<file path="src/rtl/pc_ctrl_pkg.sv">
// Shared types and constants for the PC control-flow sequencer.
// Address and opcode widths are fixed here so every user agrees on addr_t.
package pc_ctrl_pkg;

    localparam int ADDR_W = 6;
    localparam int OP_W   = 4;

    typedef logic [ADDR_W-1:0] addr_t;

    localparam logic [OP_W-1:0] OP_NOP  = 4'd0;
    localparam logic [OP_W-1:0] OP_JMP  = 4'd1;
    localparam logic [OP_W-1:0] OP_BEQZ = 4'd2;
    localparam logic [OP_W-1:0] OP_BNEZ = 4'd3;
    localparam logic [OP_W-1:0] OP_CALL = 4'd4;
    localparam logic [OP_W-1:0] OP_RET  = 4'd5;
    localparam logic [OP_W-1:0] OP_HALT = 4'd6;

    typedef enum logic [1:0] {
        BOOT,
        FLUSH,
        RUN,
        HALT
    } state_e;

endpackage

</file>
<file path="src/rtl/ret_stack.sv">
// Return-address LIFO; push and pop are ignored when full or empty respectively.
// Synchronous active-low clear empties the stack.
module ret_stack
    import pc_ctrl_pkg::*;
#(
    parameter int DEPTH = 4
) (
    input  logic  clock,
    input  logic  clear_n,
    input  logic  push,
    input  logic  pop,
    input  addr_t push_data,
    output logic  full,
    output logic  empty,
    output addr_t top
);

    localparam int CNT_W = $clog2(DEPTH + 1);
    localparam int PTR_W = (DEPTH > 1) ? $clog2(DEPTH) : 1;

    addr_t            mem_q [DEPTH];
    addr_t            mem_d [DEPTH];
    logic [CNT_W-1:0] count_q;
    logic [CNT_W-1:0] count_d;

    assign full  = (count_q == CNT_W'(DEPTH));
    assign empty = (count_q == '0);
    assign top   = empty ? '0 : mem_q[PTR_W'(count_q - CNT_W'(1))];

    always_comb begin
        mem_d   = mem_q;
        count_d = count_q;
        if (push && !full) begin
            mem_d[PTR_W'(count_q)] = push_data;
            count_d                = count_q + CNT_W'(1);
        end else if (pop && !empty) begin
            count_d = count_q - CNT_W'(1);
        end
    end

    always_ff @(posedge clock) begin
        if (!clear_n) begin
            count_q <= '0;
        end else begin
            count_q <= count_d;
        end
    end

    // Entries beyond the count are don't-care, so storage needs no reset.
    always_ff @(posedge clock) begin
        mem_q <= mem_d;
    end

endmodule

</file>
<file path="src/rtl/pc_controller.sv">
// Control-flow sequencer driving the PC jump-load port, squashing wrong-path fetches.
// Optional return-address stack enabled by defining RET_STACK_EN.
module pc_controller
    import pc_ctrl_pkg::*;
#(
    parameter int FLUSH_CYC = 2
`ifdef RET_STACK_EN
    ,
    parameter int RET_DEPTH = 4
`endif
) (
    input  logic              clock,
    input  logic              clear_n,
    input  logic              instr_valid,
    input  logic [ADDR_W-1:0] instr_addr,
    input  logic [OP_W-1:0]   opcode,
    input  logic [ADDR_W-1:0] target,
    input  logic              zero_flag,
    output logic              pc_write,
    output logic [ADDR_W-1:0] pc_target,
    output logic              flush,
    output logic              halted,
    output logic              stack_err
);

    localparam int CNT_W = (FLUSH_CYC > 0) ? $clog2(FLUSH_CYC + 1) : 1;

    state_e           state_q,     state_d;
    logic [CNT_W-1:0] cnt_q,       cnt_d;
    logic             pc_write_q,  pc_write_d;
    addr_t            pc_target_q, pc_target_d;
    logic             flush_q,     flush_d;
    logic             halted_q,    halted_d;

    logic  redirect;
    logic  go_halt;
    addr_t redirect_addr;

`ifdef RET_STACK_EN
    logic  stack_err_q, stack_err_d;
    logic  push, pop;
    logic  stack_full, stack_empty;
    addr_t stack_top;
    addr_t push_addr;

    assign push_addr = instr_addr + addr_t'(1);

    ret_stack #(
        .DEPTH(RET_DEPTH)
    ) u_ret_stack (
        .clock    (clock),
        .clear_n  (clear_n),
        .push     (push),
        .pop      (pop),
        .push_data(push_addr),
        .full     (stack_full),
        .empty    (stack_empty),
        .top      (stack_top)
    );

    assign stack_err = stack_err_q;
`else
    assign stack_err = 1'b0;
`endif

    always_comb begin
        state_d       = state_q;
        cnt_d         = cnt_q;
        pc_write_d    = 1'b0;
        pc_target_d   = pc_target_q;
        flush_d       = flush_q;
        halted_d      = halted_q;
        redirect      = 1'b0;
        go_halt       = 1'b0;
        redirect_addr = target;
`ifdef RET_STACK_EN
        stack_err_d   = stack_err_q;
        push          = 1'b0;
        pop           = 1'b0;
`endif

        case (state_q)
            BOOT: begin
                state_d     = FLUSH;
                pc_write_d  = 1'b1;
                pc_target_d = '0;
                cnt_d       = CNT_W'(FLUSH_CYC);
                flush_d     = 1'b1;
            end
            FLUSH: begin
                flush_d = 1'b1;
                cnt_d   = cnt_q - CNT_W'(1);
                if (cnt_q == CNT_W'(1)) begin
                    state_d = RUN;
                    flush_d = 1'b0;
                end
            end
            RUN: begin
                flush_d = 1'b0;
                if (instr_valid) begin
                    case (opcode)
                        OP_NOP:  ;
                        OP_JMP:  redirect = 1'b1;
                        OP_BEQZ: redirect = zero_flag;
                        OP_BNEZ: redirect = !zero_flag;
                        OP_HALT: go_halt  = 1'b1;
`ifdef RET_STACK_EN
                        // A full stack drops the push but the call still jumps.
                        OP_CALL: begin
                            redirect = 1'b1;
                            push     = !stack_full;
                            if (stack_full) begin
                                stack_err_d = 1'b1;
                            end
                        end
                        OP_RET: begin
                            if (stack_empty) begin
                                go_halt     = 1'b1;
                                stack_err_d = 1'b1;
                            end else begin
                                pop           = 1'b1;
                                redirect      = 1'b1;
                                redirect_addr = stack_top;
                            end
                        end
`else
                        OP_CALL: redirect = 1'b1;
                        OP_RET:  ;
`endif
                        default: ;
                    endcase
                end

                if (go_halt) begin
                    state_d     = HALT;
                    pc_write_d  = 1'b1;
                    pc_target_d = instr_addr;
                    flush_d     = 1'b1;
                    halted_d    = 1'b1;
                end else if (redirect) begin
                    state_d     = FLUSH;
                    pc_write_d  = 1'b1;
                    pc_target_d = redirect_addr;
                    cnt_d       = CNT_W'(FLUSH_CYC);
                    flush_d     = 1'b1;
                end
            end
            HALT: begin
                pc_write_d = 1'b1;
                flush_d    = 1'b1;
                halted_d   = 1'b1;
            end
            default: begin
                state_d = BOOT;
            end
        endcase
    end

    always_ff @(posedge clock) begin
        if (!clear_n) begin
            state_q     <= BOOT;
            cnt_q       <= '0;
            pc_write_q  <= 1'b0;
            pc_target_q <= '0;
            flush_q     <= 1'b1;
            halted_q    <= 1'b0;
`ifdef RET_STACK_EN
            stack_err_q <= 1'b0;
`endif
        end else begin
            state_q     <= state_d;
            cnt_q       <= cnt_d;
            pc_write_q  <= pc_write_d;
            pc_target_q <= pc_target_d;
            flush_q     <= flush_d;
            halted_q    <= halted_d;
`ifdef RET_STACK_EN
            stack_err_q <= stack_err_d;
`endif
        end
    end

    assign pc_write  = pc_write_q;
    assign pc_target = pc_target_q;
    assign flush     = flush_q;
    assign halted    = halted_q;

endmodule

</file>
<file path="config.mk">
export PLATFORM = sky130hd
export DESIGN_NAME = pc_controller
export DESIGN_NICKNAME = d
export VERILOG_FILES = /design/src/rtl/pc_ctrl_pkg.sv /design/src/rtl/ret_stack.sv /design/src/rtl/pc_controller.sv
export SDC_FILE = /design/constraint.sdc
export NUM_CORES = 1
export LEC_CHECK = 0
export BUFFER_PORTS_ARGS = -buffer_cell sky130_fd_sc_hd__buf_2
export CORE_MARGIN = 1
export CORE_UTILIZATION = 52
export CTS_CLUSTER_DIAMETER = 40
export DETAILED_ROUTE_END_ITERATION = 6
export PLACE_DENSITY = 0.8
export SLEW_MARGIN = 20
export SYNTH_ARGS = -nofsm -noshare
export SYNTH_HDL_FRONTEND = slang
export SYNTH_SLANG_ARGS = --single-unit
</file>
<file path="constraint.sdc">
create_clock -name clock -period 3.7 [get_ports clock]
set_clock_uncertainty 0.2 [all_clocks]
set_input_delay 0.555 -clock clock [delete_from_list [all_inputs] [get_ports clock]]
set_output_delay 0.555 -clock clock [all_outputs]
set_load 0.05 [all_outputs]
</file>
# Yosys cells after proc, flatten, opt, wreduce, memory -nomap -nowiden
# Cells that the tools add are included.
[word_totals]
reg_bits = 13
in_bits = 20
out_inout_bits = 10
wordCells = 55
[op_classes]
add_sub_neg = 1
n_eq_ne = 14
mux = 23
reduce_logical = 11
[ops]
columns = ["operator", "count"]
rows = [
  ["$mux 6", 2],
  ["$pmux 2 s3", 2],
  ["$pmux 6 s2", 1],
  ["$mux 2", 5],
  ["$mux 1", 9],
  ["$eq 4x2->1 const B", 2],
  ["$eq 4x3->1 const B", 2],
  ["$ne 2x2->1 const B", 4],
  ["$pmux 1 s3", 2],
  ["$reduce_and 3->1", 2],
  ["$eq 2x1->1 const B", 2],
  ["$eq 2x2->1 const B", 2],
  ["$eq 4x1->1 const B", 1],
  ["$pmux 1 s2", 2],
  ["$reduce_and 2->1", 2],
  ["$reduce_bool 2->1", 2],
  ["$reduce_or 2->1", 2],
  ["$ne 3x3->1 const B", 1],
  ["$reduce_bool 3->1", 1],
  ["$logic_not 2->1", 1],
  ["$sub 2x1->2 const B", 1],
  ["$logic_not 1->1", 1],
]

# Longest topological paths before layout
# Gate-level depths: netlist of the first run.
[depth]
word_depth = 8
ltp_mapped = 8
ltp_nobuf = 7

# Worst setup path before layout of the first run
# Ideal clock, no wire load.
[synth_path]
path_type = "in2reg"
from = "input opcode[2]"
to = "register pc_target_q[0], in the netlist pc_target[0]"
setup_time_ns = 0.067
arrival_ns = 1.511
t_required_ns = 3.433
setup_slack_ns = 1.922
stages = 6
n_path_buf = 1
cell_sequence = "buf_6 -> xor2_1 -> a211oi_2 -> o22ai_1 -> a211o_1 -> a21oi_2"
[synth_via]
elab_chain_len = 7
elab_cells_between_ends = 16
cone_classes = "eq/ne (6); mux (8); reduce/logical (2)"
[synth_lines]
columns = ["element", "line", "rtl"]
rows = [
  ["start: declaration", "pc_controller.sv:16", "input logic [OP_W-1:0] opcode,"],
  ["$eq 4x3->1 / $eq 4x1->1 (equally long branches)", "pc_controller.sv:101", "case (opcode)"],
  ["$reduce_or 2->1 (no source line)", "--", ""],
  ["$pmux 1 s3", "pc_controller.sv:101", ""],
  ["$mux 1", "pc_controller.sv:100", "if (instr_valid) begin"],
  ["$mux 1", "pc_controller.sv:82", "case (state_q)"],
  ["$ne 3x3->1 (no source line)", "--", ""],
  ["$reduce_and 2->1 (no source line)", "--", ""],
  ["end signal: assignment", "pc_controller.sv:174", "pc_target_q <= pc_target_d;"],
  ["end: declaration", "pc_controller.sv:31", "addr_t pc_target_q, pc_target_d;"],
]
# Several ways; a longest one is shown, not always the timed one. The select of a mux whose other input is x is not followed.
# A chain may end at the register's enable or synchronous reset.

# Worst setup path in the final report of the first run
[layout_path]
from = "input opcode[3]"
to = "register pc_target_q[0], in the netlist pc_target[0]"
# Same word-level chain as after synthesis.

==> impl_results.md, run 1 <==
- Worst EP required: 3660 ps
- Initial DRC count: 15
- Slowest stage cell on the critical path: nor2b_1
- Worst Hold Class: register to register
- Largest net degree at the start of global routing: 9
- Worst path buffer plus inverter count: 1
- Worst Max-Slew Pin Slew: 671 ps
- Cell internal pwr: between 0.2 and 0.3 mW
- Core area: 1540 sq um
- Starting Density: between 50% and 60%
- Startpoint Class: input pin
- RSZ-0062 raised after global routing: false
- Global route overflow: 0
- CP Cell Sequence: buf_2 > nor2b_1 > nand3_2 > o22ai_1 > a211o_1 > a21oi_2
- Post-layout min period: 1940 ps
- Tcrit/Tclk final: 52.4%
- Post-synthesis cell count: 96
- Cell Area, Synth: 872 sq um
- Warnings, synthesis: 0
- Cell accounting for the most synthesized area: dfxtp_1
- Routed vias: 750
- Post-synthesis sequential area ratio: between 20% and 30%
- CTS Buf Count: 3
- Root buffer cell: clkbuf_4
- Max Slew Vio Count: 0
- Storage element area: 260 sq um
- Crit path capture type: register
- Vias in the first global route: 734
- Setup-failing EPs final: 0
- Final setup margin: between 1500 and 2000 ps
- Hold buffer count at CTS: 0
- Top delay family on crit path: simple AND/OR/NAND/NOR gates
- Flop pwr share: 37.0%
- Clk slew on worst S/H paths: 80 ps
- Die area: 1840 sq um
- Fraction of layout cells with a size suffix above 1: 34.1%
- Width of the die: 43.0 um
- # port buffers: 28
- Die Height: 43.0 um
- Fraction of registers with async set/reset: 0%
- Clock network fraction of design power: a little under a fifth
- Final hold vios: 0
- Antenna violations before repair: 0
- Setup tns final: 0 ps
- Netlist cell types: 37
- Worst slew margin: 55.2%
- Max cap viols: 0
- Final core occ: 66.6%
- Comb power frac: 44.7%
- Synth top area cells: dfxtp_1, ha_1, mux2i_1
- Post-Synthesis Net Count: 123
- CP Max Fanout: 8
- Sw Ratio: 40.1%
- Total net switching power: 0.192 mW
- Antenna Violating Nets Remaining: 0
- Most frequent cells in the layout: buf_2, dfxtp_1, nand2_1, inv_1
- Vias per cell: 5.40
- Area taken by multi-input logic gates: roughly 540 sq um
- Placed cell count: ~140
- FMAX: 515 MHz
- DR pass1 iterations: 4
- Setup CP Type: input pin to register
- First-pass GRT wire length: 3.01 mm
- Setup WS pre-CTS: 1460 ps
- EDFF count, synth: 0
- Reg-to-reg setup timing slack: 1860 ps
- Crit-path max cell delay: 520 ps
- Mean post-synth cell area: 9.08 sq um
- Longest Clk Path Bufs: 2
- Residual DRC: 0
- Detailed Route WL: 1.83 mm
- TritonCTS clock tree: done
- H-Tree Level Count: 1
- Number of synthesized register bits: 13
- Fillers: 134
- Io pins: 30
- Worst-Skew Late Latency: 280 ps
- Post-CTS Repair Setup Buffers: 0
- Final GP Congestion: ~0.88
- Clk sink count: 13
- Share of the synthesized area in the top cell type: 29.8%
- Nets: 151
- Outcome: complete, no violations
- GRT Resource Usage Total: 21.3%
- Commonest non-fill, non-tap cell in the layout: buf_2
- Fin cells: 139
- Pleak: just under 0.5 nW
- Dpl hpwl: 1.41 mm
- # rows: 14
- PwrDens: 465 nW/um^2
- Antenna cells: 0
- Top_reg_cell synth: dfxtp_1
- P&R area growth vs syn: 17.8%
- Worst IR Drop VDD: approximately 350 uV
- CTS resizes: 0
- Arrival time at the worst endpoint: 1900 ps
- Avg WL per Cell: ~13 um
-- synth_stat cells (2+ instances only) --
master / count
nor3b_1: 2
nor2_1: 5
dfxtp_1: 13
inv_1: 9
ha_1: 7
a21oi_1: 3
nand2_1: 10
o2bb2ai_1: 4
nand3_2: 2
o211ai_1: 2
clkbuf_1: 2
nand2b_1: 2
o21ai_1: 2
mux2i_1: 7
nor2b_1: 4
-- logic make-up after synthesis --
| family | share of synthesized area, % |
|---|---|
| mux | 8.03 |
| fa+ha+maj | 10.0 |
| buf+inv | 7.89 |
| simple gates | 21.1 |
| other cells | 0.430 |
| flops | 29.8 |
| xor+xnor | 1.00 |
| compound gates | 21.7 |
-- power by group through the flow --
stage / logic [mW] / registers (mW) / clock network (mW)
6_report: 0.214 / 0.177 / 0.0877
5_1_grt: 0.233 / 0.180 / 0.0939
4_1_cts: 0.214 / 0.177 / 0.0884
3_5_place_dp: 0.211 / 0.181 / 0
3_3_place_gp: 0.203 / 0.179 / 0
2_1_floorplan: 0.136 / 0.209 / 0
-- per-stage QoR --
stage / instance area [sq um] / total power, mW / hold WS (ps)
4_1_cts: 1030 / 0.480 / 269
2_1_floorplan: 872 / 0.345 / 276
5_1_grt: 1030 / 0.507 / 286
6_report: 1030 / 0.478 / 262
3_5_place_dp: 1000 / 0.392 / 251
3_3_place_gp: 1000 / 0.383 / 250
-- metal layers --
| metal | track usage, % | wire length [um] |
|---|---|---|
| met1 | 25.2 | 819 |
| met4 | 2.42 | 0 |
| met2 | 38.5 | 949 |
| met3 | 6.81 | 61 |
| met5 | 0 | 0 |
-- state kept, by name (all words and copies together), names as in the netlist --
name	count
pc_target	6
flush	1
cnt_q	2
halted	1
pc_write	1
state_q	2
-- layout make-up --
type | count | share of cell area [%]
Multi-Input combinational cell | 68 | 52.9
Inverter | 10 | 3.65
Sequential cell | 13 | 25.3
Tap cell | 16 | 1.95
Clock buffer | 4 | 2.56
Timing Repair Buffer | 28 | 13.6
-- path summary, 6_finish.rpt --
| path | start | endpoint | cells past startpoint |
|---|---|---|---|
| min reg2reg | pc_target[3]$_SDFFE_PN0P_ | pc_target[3]$_SDFFE_PN0P_ | 1 |
| max | opcode[3] | pc_target[0]$_SDFFE_PN0P_ | 6 |
| max reg2reg | state_q[0]$_SDFFE_PN0P_ | pc_target[2]$_SDFFE_PN0P_ | 5 |
| min | pc_target[3]$_SDFFE_PN0P_ | pc_target[3]$_SDFFE_PN0P_ | 1 |
Note: power is estimated with default switching activity, not from simulation.
==> run 2: changes to the inputs <==
--- a/config.mk
+++ b/config.mk
@@ -7,10 +7,10 @@
 export LEC_CHECK = 0
 export BUFFER_PORTS_ARGS = -buffer_cell sky130_fd_sc_hd__buf_2
 export CORE_MARGIN = 1
-export CORE_UTILIZATION = 52
+export CORE_UTILIZATION = 48
 export CTS_CLUSTER_DIAMETER = 40
 export DETAILED_ROUTE_END_ITERATION = 6
-export PLACE_DENSITY = 0.8
+export PLACE_DENSITY = 0.75
 export SLEW_MARGIN = 20
 export SYNTH_ARGS = -nofsm -noshare
 export SYNTH_HDL_FRONTEND = slang
==> constraint.sdc (replaced) <==
create_clock -name clock -period 2 [get_ports clock]
set_clock_uncertainty 0.2 [all_clocks]
set_input_delay 0.3 -clock clock [delete_from_list [all_inputs] [get_ports clock]]
set_output_delay 0.3 -clock clock [all_outputs]
set_load 0.05 [all_outputs]
==> run 2 against run 1 <==
Compared with the run above:
- final cell count up 7.2%
- wire length up 2.1%
- register-to-register slack worse by 1700 ps
- sequential cell count unchanged
- first-iteration DRC count up 33%
- via count unchanged
- sequential share of layout area down 0.45 points
- clock power up 87%
==> impl_results.md, run 2 (synthesis gave the netlist of run 1 again) <==
- Crit-path max cell delay: 360 ps
- DR pass1 iterations: 4
- Setup CP Type: register to register
- TritonCTS clock tree: done
- Placed cell count: 145
- Die area: 1990 sq um
- RSZ-0062 raised after global routing: false
- CP Cell Sequence: inv_1 > ha_1 > clkinv_1 > a211oi_4 > o2bb2ai_1
- PwrDens: roughly 850 nW/um^2
- Vias in the first global route: 668
- Top delay family on crit path: compound AO/OA/AOI/OAI gates
- Pleak: approximately 0.49 nW
- Starting Density: about half
- Most frequent cells in the layout: buf_2, dfxtp_1, nand2_1, inv_1
- Slowest stage cell on the critical path: dfxtp_1
- Storage element area: around 260 sq um
- Max Slew Vio Count: 0
- Width of the die: approximately 45 um
- FF-to-FF Start: state_q[0]$_SDFFE_PN0P_
- Sw Ratio: 40.0%
- # port buffers: 28
- Worst-Skew Late Latency: 280 ps
- Clk sink count: 13
- CTS Buf Count: 3
- Flop pwr share: 36.8%
- Final hold vios: 0
- Commonest non-fill, non-tap cell in the layout: buf_2
- Clk slew on worst S/H paths: 80 ps
- FMAX: 549 MHz
- Outcome: complete, no violations
- Setup-failing EPs final: 0
- Setup tns final: 0 ps
- Longest Clk Path Bufs: 2
- Post-CTS Repair Setup Buffers: 0
- WHS Endpoint: flush$_SDFF_PN1_
- Crit path capture type: register
- Area taken by multi-input logic gates: 543 sq um
- Worst IR Drop VDD: 502 uV
- Root buffer cell: clkbuf_4
- Nets: 152
- Arrival time at the worst endpoint: about 1800 ps
- H-Tree Level Count: 1
- FF-to-FF End: pc_target[5]$_SDFFE_PN0P_
- Vias per cell: between 5 and 6
- Comb power frac: 44.6%
- Residual DRC: 0
- Routed vias: 750
- CP Max Fanout: 8
- Total power: 0.885 mW
- WHS: 61.8 ps
- Worst EP required: 2000 ps
- Hold buffer count at CTS: 0
- Core area: 1710 sq um
- Startpoint Class: register
- Worst path buffer plus inverter count: 2
- Antenna cells: 0
- Cell internal pwr: ~0.53 mW
- Reg-to-reg setup timing slack: around 180 ps
- Global route overflow: 0
- Worst Hold Class: input pin to register
- Post-layout min period: 1820 ps
- Fraction of layout cells with a size suffix above 1: 34.7%
- Io pins: 30
- Hold_sp: clear_n
- Antenna Violating Nets Remaining: 0
- Total net switching power: 0.354 mW
- Tcrit/Tclk final: 91.1%
- P&R area growth vs syn: 19.9%
- Final GP Congestion: 0.888
- Dpl hpwl: approximately 1.5 mm
- Fin cells: around 150
- GRT Resource Usage Total: 21.3%
- CTS resizes: 0
- # rows: 15
- Initial DRC count: 20
- Hold depth: 2
- Detailed Route WL: 1.87 mm
- Avg WL per Cell: 12.5 um
- Antenna violations before repair: 0
- Number of flip-flops under the largest register name: 6
- Worst R2R Path Depth: 5
- Fillers: 161
- Max cap viols: 0
- Largest net degree at the start of global routing: 9
- First-pass GRT wire length: 3.03 mm
- Die Height: 44.6 um
- Clock network fraction of design power: a little under a fifth
[run 2: final cells by class]
| type | count | area share, % |
|---|---|---|
| inverter | 10 | 3.59 |
| sequential | 13 | 24.9 |
| clock buffer | 4 | 2.51 |
| tap | 25 | 2.99 |
| multi-input combinational | 68 | 51.9 |
| timing repair buffer | 29 | 14.1 |
[run 2: stage by stage]
stage / setup WS (ps) / cell area, sq um / utilization, %
final: 178 / 1050 / 61.2
after global routing: 100 / 1050 / 61.2
after CTS: 174 / 1050 / 61.2
after detailed placement: 179 / 1020 / 59.7
after global placement: 288 / 1020 / 59.7
after floorplan: 282 / 872 / -
[run 2: how the worst max path moves through the flow]
stage / end / depth (start not counted) / from / slack (ps)
floorplan: pc_target[1]$_SDFFE_PN0P_ / 6 / state_q[0]$_SDFFE_PN0P_ / 280
global placement: pc_target[1]$_SDFFE_PN0P_ / 5 / state_q[0]$_SDFFE_PN0P_ / 290
detailed placement: pc_target[5]$_SDFFE_PN0P_ / 5 / state_q[0]$_SDFFE_PN0P_ / 180
CTS: pc_target[5]$_SDFFE_PN0P_ / 5 / state_q[0]$_SDFFE_PN0P_ / 170
global route: pc_target[5]$_SDFFE_PN0P_ / 5 / state_q[0]$_SDFFE_PN0P_ / 100
finish: pc_target[5]$_SDFFE_PN0P_ / 5 / state_q[0]$_SDFFE_PN0P_ / 180
[run 2: power by group through the flow]
stage / logic [mW] / clock network, mW / registers [mW]
2_1_floorplan: 0.252 / 0 / 0.387
3_3_place_gp: 0.385 / 0 / 0.331
3_5_place_dp: 0.395 / 0 / 0.333
4_1_cts: 0.398 / 0.174 / 0.326
5_1_grt: 0.442 / 0.184 / 0.331
6_report: 0.395 / 0.164 / 0.325
[run 2: routing by layer]
metal,share of wire (%),GRT usage (%)
met5,0,0
met4,0,3.64
met3,4.9,7.35
met2,49,34.4
met1,46,27.7
